--- src/rtl/axi4lite_slave_regs.sv ---
// AXI4-Lite responder backing NUM_REGS 32-bit control/status registers.
// Write and read channels are independent, one outstanding transaction each.
// Optional macro AXI4LITE_SLAVE_REGS_WR_PULSE_EN adds the wr_pulse output:
// a one-cycle strobe per register, raised the cycle after an in-range write commit.
//
// Handshake semantics: a beat transfers on a rising edge where VALID && READY.
// VALID, once raised, is held with stable payload until that edge. READY may
// depend on internal state but never on the same-channel VALID.
module axi4lite_slave_regs #(
  parameter int AXI_ADDR_WIDTH = 32,
  parameter int AXI_DATA_WIDTH = 32,
  parameter int NUM_REGS       = 8
) (
  input  logic                                A_CLK,
  input  logic                                A_RST,
  input  logic                                AW_VALID,
  output logic                                AW_READY,
  input  logic [AXI_ADDR_WIDTH-1:0]           AW_ADDR,
  input  logic [2:0]                          AW_PROT,
  input  logic                                W_VALID,
  output logic                                W_READY,
  input  logic [AXI_DATA_WIDTH-1:0]           W_DATA,
  input  logic [AXI_DATA_WIDTH/8-1:0]         W_STRB,
  output logic                                B_VALID,
  input  logic                                B_READY,
  output logic [1:0]                          B_RESP,
  input  logic                                AR_VALID,
  output logic                                AR_READY,
  input  logic [AXI_ADDR_WIDTH-1:0]           AR_ADDR,
  input  logic [2:0]                          AR_PROT,
  output logic                                R_VALID,
  input  logic                                R_READY,
  output logic [AXI_DATA_WIDTH-1:0]           R_DATA,
  output logic [1:0]                          R_RESP,
  output logic [NUM_REGS*AXI_DATA_WIDTH-1:0]  reg_out
`ifdef AXI4LITE_SLAVE_REGS_WR_PULSE_EN
  ,
  output logic [NUM_REGS-1:0]                 wr_pulse
`endif
);

  localparam int IDX_W  = $clog2(NUM_REGS);
  localparam int STRB_W = AXI_DATA_WIDTH / 8;
  localparam logic [AXI_ADDR_WIDTH-1:0] ADDR_LIMIT = AXI_ADDR_WIDTH'(NUM_REGS * 4);
  localparam logic [1:0] RESP_OKAY   = 2'b00;
  localparam logic [1:0] RESP_SLVERR = 2'b10;

  typedef enum logic { ST_W_IDLE, ST_W_RESP } wr_state_e;
  typedef enum logic { ST_R_IDLE, ST_R_DATA } rd_state_e;

  wr_state_e                  wr_state_q;
  rd_state_e                  rd_state_q;
  logic [AXI_DATA_WIDTH-1:0]  regs_q [NUM_REGS];
  logic                       aw_held_q;
  logic                       w_held_q;
  logic [AXI_ADDR_WIDTH-1:0]  aw_addr_q;
  logic [AXI_DATA_WIDTH-1:0]  w_data_q;
  logic [STRB_W-1:0]          w_strb_q;
  logic [1:0]                 b_resp_q;
  logic [1:0]                 r_resp_q;
  logic [AXI_DATA_WIDTH-1:0]  r_data_q;

  logic                       aw_hs;
  logic                       w_hs;
  logic                       ar_hs;
  logic                       wr_go;
  logic [AXI_ADDR_WIDTH-1:0]  wr_addr_d;
  logic [AXI_DATA_WIDTH-1:0]  wr_data_d;
  logic [STRB_W-1:0]          wr_strb_d;
  logic                       wr_in_range;
  logic [IDX_W-1:0]           wr_idx;
  logic                       rd_in_range;
  logic [IDX_W-1:0]           rd_idx;

  // Protection bits carry no meaning for this register bank.
  logic unused_prot;
  assign unused_prot = ^{AW_PROT, AR_PROT};

  // Valid flags are decoded straight from the registered FSM states.
  assign B_VALID  = (wr_state_q == ST_W_RESP);
  assign R_VALID  = (rd_state_q == ST_R_DATA);
  assign B_RESP   = b_resp_q;
  assign R_RESP   = r_resp_q;
  assign R_DATA   = r_data_q;

  assign AW_READY = !A_RST && !aw_held_q && !B_VALID;
  assign W_READY  = !A_RST && !w_held_q && !B_VALID;
  assign AR_READY = !A_RST && !R_VALID;

  assign aw_hs = AW_VALID && AW_READY;
  assign w_hs  = W_VALID && W_READY;
  assign ar_hs = AR_VALID && AR_READY;

  // A held beat takes priority; otherwise the live bus beat is its own partner.
  assign wr_addr_d   = aw_held_q ? aw_addr_q : AW_ADDR;
  assign wr_data_d   = w_held_q ? w_data_q : W_DATA;
  assign wr_strb_d   = w_held_q ? w_strb_q : W_STRB;
  assign wr_go       = (wr_state_q == ST_W_IDLE) && (aw_held_q || aw_hs) && (w_held_q || w_hs);
  assign wr_in_range = wr_addr_d < ADDR_LIMIT;
  assign wr_idx      = wr_addr_d[IDX_W+1:2];
  assign rd_in_range = AR_ADDR < ADDR_LIMIT;
  assign rd_idx      = AR_ADDR[IDX_W+1:2];

  // Write FSM: collect AW and W in any order, then present B until accepted.
  always_ff @(posedge A_CLK) begin
    if (A_RST) begin
      wr_state_q <= ST_W_IDLE;
      aw_held_q  <= 1'b0;
      w_held_q   <= 1'b0;
      aw_addr_q  <= '0;
      w_data_q   <= '0;
      w_strb_q   <= '0;
      b_resp_q   <= RESP_OKAY;
    end else begin
      case (wr_state_q)
        ST_W_IDLE: begin
          if (wr_go) begin
            aw_held_q  <= 1'b0;
            w_held_q   <= 1'b0;
            b_resp_q   <= wr_in_range ? RESP_OKAY : RESP_SLVERR;
            wr_state_q <= ST_W_RESP;
          end else begin
            if (aw_hs) begin
              aw_held_q <= 1'b1;
              aw_addr_q <= AW_ADDR;
            end
            if (w_hs) begin
              w_held_q <= 1'b1;
              w_data_q <= W_DATA;
              w_strb_q <= W_STRB;
            end
          end
        end
        ST_W_RESP: begin
          if (B_READY) wr_state_q <= ST_W_IDLE;
        end
        default: wr_state_q <= ST_W_IDLE;
      endcase
    end
  end

  // Register bank: byte-strobed update on an in-range commit.
  always_ff @(posedge A_CLK) begin
    if (A_RST) begin
      for (int i = 0; i < NUM_REGS; i++) regs_q[i] <= '0;
    end else if (wr_go && wr_in_range) begin
      for (int k = 0; k < STRB_W; k++) begin
        if (wr_strb_d[k]) regs_q[wr_idx][k*8 +: 8] <= wr_data_d[k*8 +: 8];
      end
    end
  end

  // Read FSM: capture data on AR handshake (pre-write value on a same-edge commit).
  always_ff @(posedge A_CLK) begin
    if (A_RST) begin
      rd_state_q <= ST_R_IDLE;
      r_data_q   <= '0;
      r_resp_q   <= RESP_OKAY;
    end else begin
      case (rd_state_q)
        ST_R_IDLE: begin
          if (ar_hs) begin
            r_data_q   <= rd_in_range ? regs_q[rd_idx] : '0;
            r_resp_q   <= rd_in_range ? RESP_OKAY : RESP_SLVERR;
            rd_state_q <= ST_R_DATA;
          end
        end
        ST_R_DATA: begin
          if (R_READY) rd_state_q <= ST_R_IDLE;
        end
        default: rd_state_q <= ST_R_IDLE;
      endcase
    end
  end

  for (genvar g = 0; g < NUM_REGS; g++) begin : g_reg_out
    assign reg_out[g*AXI_DATA_WIDTH +: AXI_DATA_WIDTH] = regs_q[g];
  end

`ifdef AXI4LITE_SLAVE_REGS_WR_PULSE_EN
  logic [NUM_REGS-1:0] wr_pulse_q;

  // One-hot strobe for the committed register, aligned with B_VALID rising.
  always_ff @(posedge A_CLK) begin
    if (A_RST) wr_pulse_q <= '0;
    else if (wr_go && wr_in_range) wr_pulse_q <= NUM_REGS'(1) << wr_idx;
    else wr_pulse_q <= '0;
  end

  assign wr_pulse = wr_pulse_q;
`endif

endmodule

--- config.mk ---
export PLATFORM = sky130hd
export DESIGN_NAME = axi4lite_slave_regs
export DESIGN_NICKNAME = d
export VERILOG_FILES = /design/src/rtl/axi4lite_slave_regs.sv
export SDC_FILE = /design/constraint.sdc
export NUM_CORES = 1
export LEC_CHECK = 0
export CAP_MARGIN = 20
export CORE_ASPECT_RATIO = 1.1
export CORE_MARGIN = 5
export CORE_UTILIZATION = 50
export DETAILED_ROUTE_END_ITERATION = 8
export HOLD_SLACK_MARGIN = 0.1
export PLACE_DENSITY_LB_ADDON = 0.3
export SLEW_MARGIN = 20
export SYNTH_ARGS = -nofsm -noshare
export SYNTH_HDL_FRONTEND = slang
export SYNTH_SLANG_ARGS = --single-unit
--- constraint.sdc ---
create_clock -name A_CLK -period 3.67 [get_ports A_CLK]
set_input_delay 0.367 -clock A_CLK [delete_from_list [all_inputs] [get_ports A_CLK]]
set_output_delay 0.367 -clock A_CLK [all_outputs]
set_load 0.005 [all_outputs]
==> impl_metrics.yaml <==
run_status:
  status: "finished, final reports clean"
layout:
  syn_to_final_growth_pct: 34.58
  layout-drive-gt1-share_pct: 13.00
  finalNetCount: 1860
  multi_input_area_um2: 6437
  fill_cells: 2362
  instances_no_fill: 2210
  regArea_um2: 9769
yosys:
  syn_avg_cell_area_um2: 12.00
  synth_edf_count: 256
  synth_flop_cell: "edfxtp_1"
  ys_async_sr_fraction_pct: 0
  synth-seq-cells: 360
  synth.area.top_cells: "edfxtp_1, dfxtp_1, mux4_2"
  yosysWarnings: 0
  mappedNetlistArea_um2: 16700
  synth_area_leader_cell: "edfxtp_1"
  ys_types: 56
  synth_cells: 1392
  seq_area_frac_synth_pct: 58.50
  netlist.area_leader.share_pct: 46.03
route:
  antenna_left: 0
  drtIter0Drc: 1372
  drt_pass1_iterations: 5
  wl_per_cell_um: 24.28
  drt_wl_total_um: 53650
  via_count: 13291
  avgViaCountPerCell: 6.014
  route.detailed.drc: 0
critical_path:
  endpoint_kind: "flip-flop"
  cp.arrival_ps: 3190
  timing.rr.end: "regs_q[1][17]"
  reg2reg_slack_ps: 660
  r2r_start: "aw_held_q"
  cp_max_fo: 17
  worstSetupStartpointType: "flip-flop"
  r2r_cells: 5
  required_ps: 3860
  critPathKind: "reg -> reg"
clock_tree:
  clockBufferDepth: 3
  cts_num_sinks: 360
  worstSkewPairLatency_ps: 520
  htree_levels: 2
  cts_tree: "done"
  cts_root_buffer: "clkbuf_16"
  ctsResizeCount: 0
  cts_buffers: 38
  ctsHoldBuffers: 1
  post_cts_buffers: 0
  clkSlewWorstSetupHoldPaths_ps: 60
grt:
  grt_pass1_vias: 13116
  overflow: 0
  grt_max_degree: 65
  grt_usage_pct: 27.99
  grt_pass1_wl_um: 79770
  antenna_found_initial: 4
sta:
  clock_skew_ps: 17.74
  final.setup.tns_ps: 0
  slew_headroom_pct: 36.54
  fmax_ghz: 0.3327
  finalMaxSlewViolations: 0
  worst_pin_slew_ps: 951.9
  hold_viol: 0
  setup_viol: 0
  finalCriticalPeriod_ps: 3006
  fin_crit_sh_pct: 81.90
  rsz0062_at_grt: "no"
placed_design:
  place_inst: 2137
  numPortBuffers: 397
  finalWeightedCongestion: 0.8794
  dp_hpwl_um: 38580
floorplan:
  die-area_um2: 37160
  die_x_um: 184.3
  fp.coreArea_um2: 33110
  start_util_pct: 50.44
  die_y_um: 201.7
  rows: 70
  io_pins: 410
pwr:
  ir_worst_vdd_mv: 0.2810
  p_leak_nw: 8.320
  power.density_nw_per_um2: 426.5
worst_hold_path:
  min_from: "R_READY"
  hold_class: "in -> reg"
  hold_depth: 2
  hold_end: "R_VALID"
flow_run:
  drv_cap: 0
per-stage QoR:
step	worst slack (ps)	instance area, um^2	util, %	total power, mW	hold WS (ps)
final	664.3	22470	67.88	9.585	408.1
after global placement	664.9	21090	63.70	5.567	436.7
after CTS	700.1	22440	67.77	9.599	397.8
after floorplan	1020	16700	-	5.055	431.7
after global routing	485.5	22470	67.88	9.857	416.3
after detailed placement	622.9	21090	63.70	5.590	444.1
cell type report:
| cell class | instances | area share [%] |
|---|---|---|
| multi-input cells | 898 | 28.64 |
| inverters | 3 | 0.05011 |
| diodes | 1 | 0.01113 |
| repair buffers | 446 | 19.47 |
| well taps | 432 | 2.405 |
| clock inverters | 22 | 1.175 |
| flip-flops and latches | 360 | 43.47 |
| clock buffers | 48 | 4.771 |
where the power goes:
| group | leakage, nW | switching [mW] | internal, mW |
|---|---|---|---|
| sequential | 3.49 | 0.0963 | 4.47 |
| combinational | 4.19 | 0.473 | 0.474 |
| clock | 0.646 | 1.58 | 2.50 |
| total | 8.32 | 2.15 | 7.43 |
routing by layer:
metal,vias up,part of all wire [%],track usage (%)
met4,6,4.5,11.46
met2,777,49,46.56
li1,5965,-,-
met5,-,0.076,0
met1,6401,37,35.01
met3,142,10,6.961
sequential cells by signal, summed over array words and instances, names as in the netlist:
| register | cells |
|---|---|
| B_RESP | 1 |
| w_strb_q | 4 |
| R_DATA | 32 |
| B_VALID | 1 |
| R_VALID | 1 |
| R_RESP | 1 |
| regs_q | 256 |
| aw_held_q | 1 |
| w_data_q | 32 |
| aw_addr_q | 30 |
| w_held_q | 1 |
worst max-delay path: stages, from the launching register on:
cell and delay [ps]:
dfxtp_1 730, buf_4 270, nor2b_1 190, nand4_2 330, a221oi_4 660, a31o_2 470
cells in the final DEF (no fill, tap or decap), types with 19 or more instances in the layout:
| master | netlist | final |
|---|---|---|
| a21oi_1 | 105 | 105 |
| a22o_1 | 31 | 31 |
| a31o_2 | 19 | 19 |
| and2_1 | 38 | 38 |
| and3_1 | 163 | 162 |
| buf_4 | 5 | 48 |
| clkbuf_16 | 0 | 41 |
| clkdlybuf4s50_1 | 0 | 393 |
| dfxtp_1 | 104 | 104 |
| edfxtp_1 | 256 | 256 |
| mux2i_1 | 33 | 33 |
| mux4_2 | 64 | 64 |
| nand2_1 | 204 | 204 |
| nor3_1 | 94 | 94 |
| or3_1 | 32 | 32 |
cells by family (layout without fill, tap and decap cells):
group / after synthesis / in the layout / synth area share, %
simple gates: 600 / 600 / 19.32
flops: 360 / 360 / 58.50
compound gates: 199 / 199 / 8.002
buf+inv: 135 / 519 / 3.544
mux: 97 / 97 / 10.61
other cells: 1 / 3 / 0.02246
synthesized netlist by cell type (3+ instances only):
cell,n
dfxtp_1,104
nor3_1,94
mux2i_1,33
or3_1,32
a221oi_2,3
nor3_2,10
a31o_2,19
nand2_1,204
nand2b_1,4
o31ai_1,12
buf_6,3
buf_4,5
nor4_2,3
a22o_1,31
o21ai_0,6
edfxtp_1,256
nand3_1,3
nor2b_1,7
nor4_1,11
o22ai_1,3
buf_1,11
o21ai_1,4
nor3b_1,3
clkbuf_1,78
and2_1,38
mux4_2,64
a21oi_1,105
buf_2,34
and3_1,163
o21a_1,4
inv_1,3
nor2_1,13
how the worst max path moves through the flow:
stage                start       endpoint  slack, ps  cells past startpoint
6_report         aw_held_q  regs_q[1][17]        660                      5
3_3_place_gp   AW_ADDR[23]  regs_q[1][25]        660                      6
3_5_place_dp   AW_ADDR[23]  regs_q[1][25]        620                      6
5_1_grt          aw_held_q  regs_q[1][18]        490                      5
4_1_cts          aw_held_q   regs_q[1][9]        700                      5
2_1_floorplan  AW_ADDR[23]  regs_q[7][16]       1020                      6
Power figures use the tool's default switching activity.
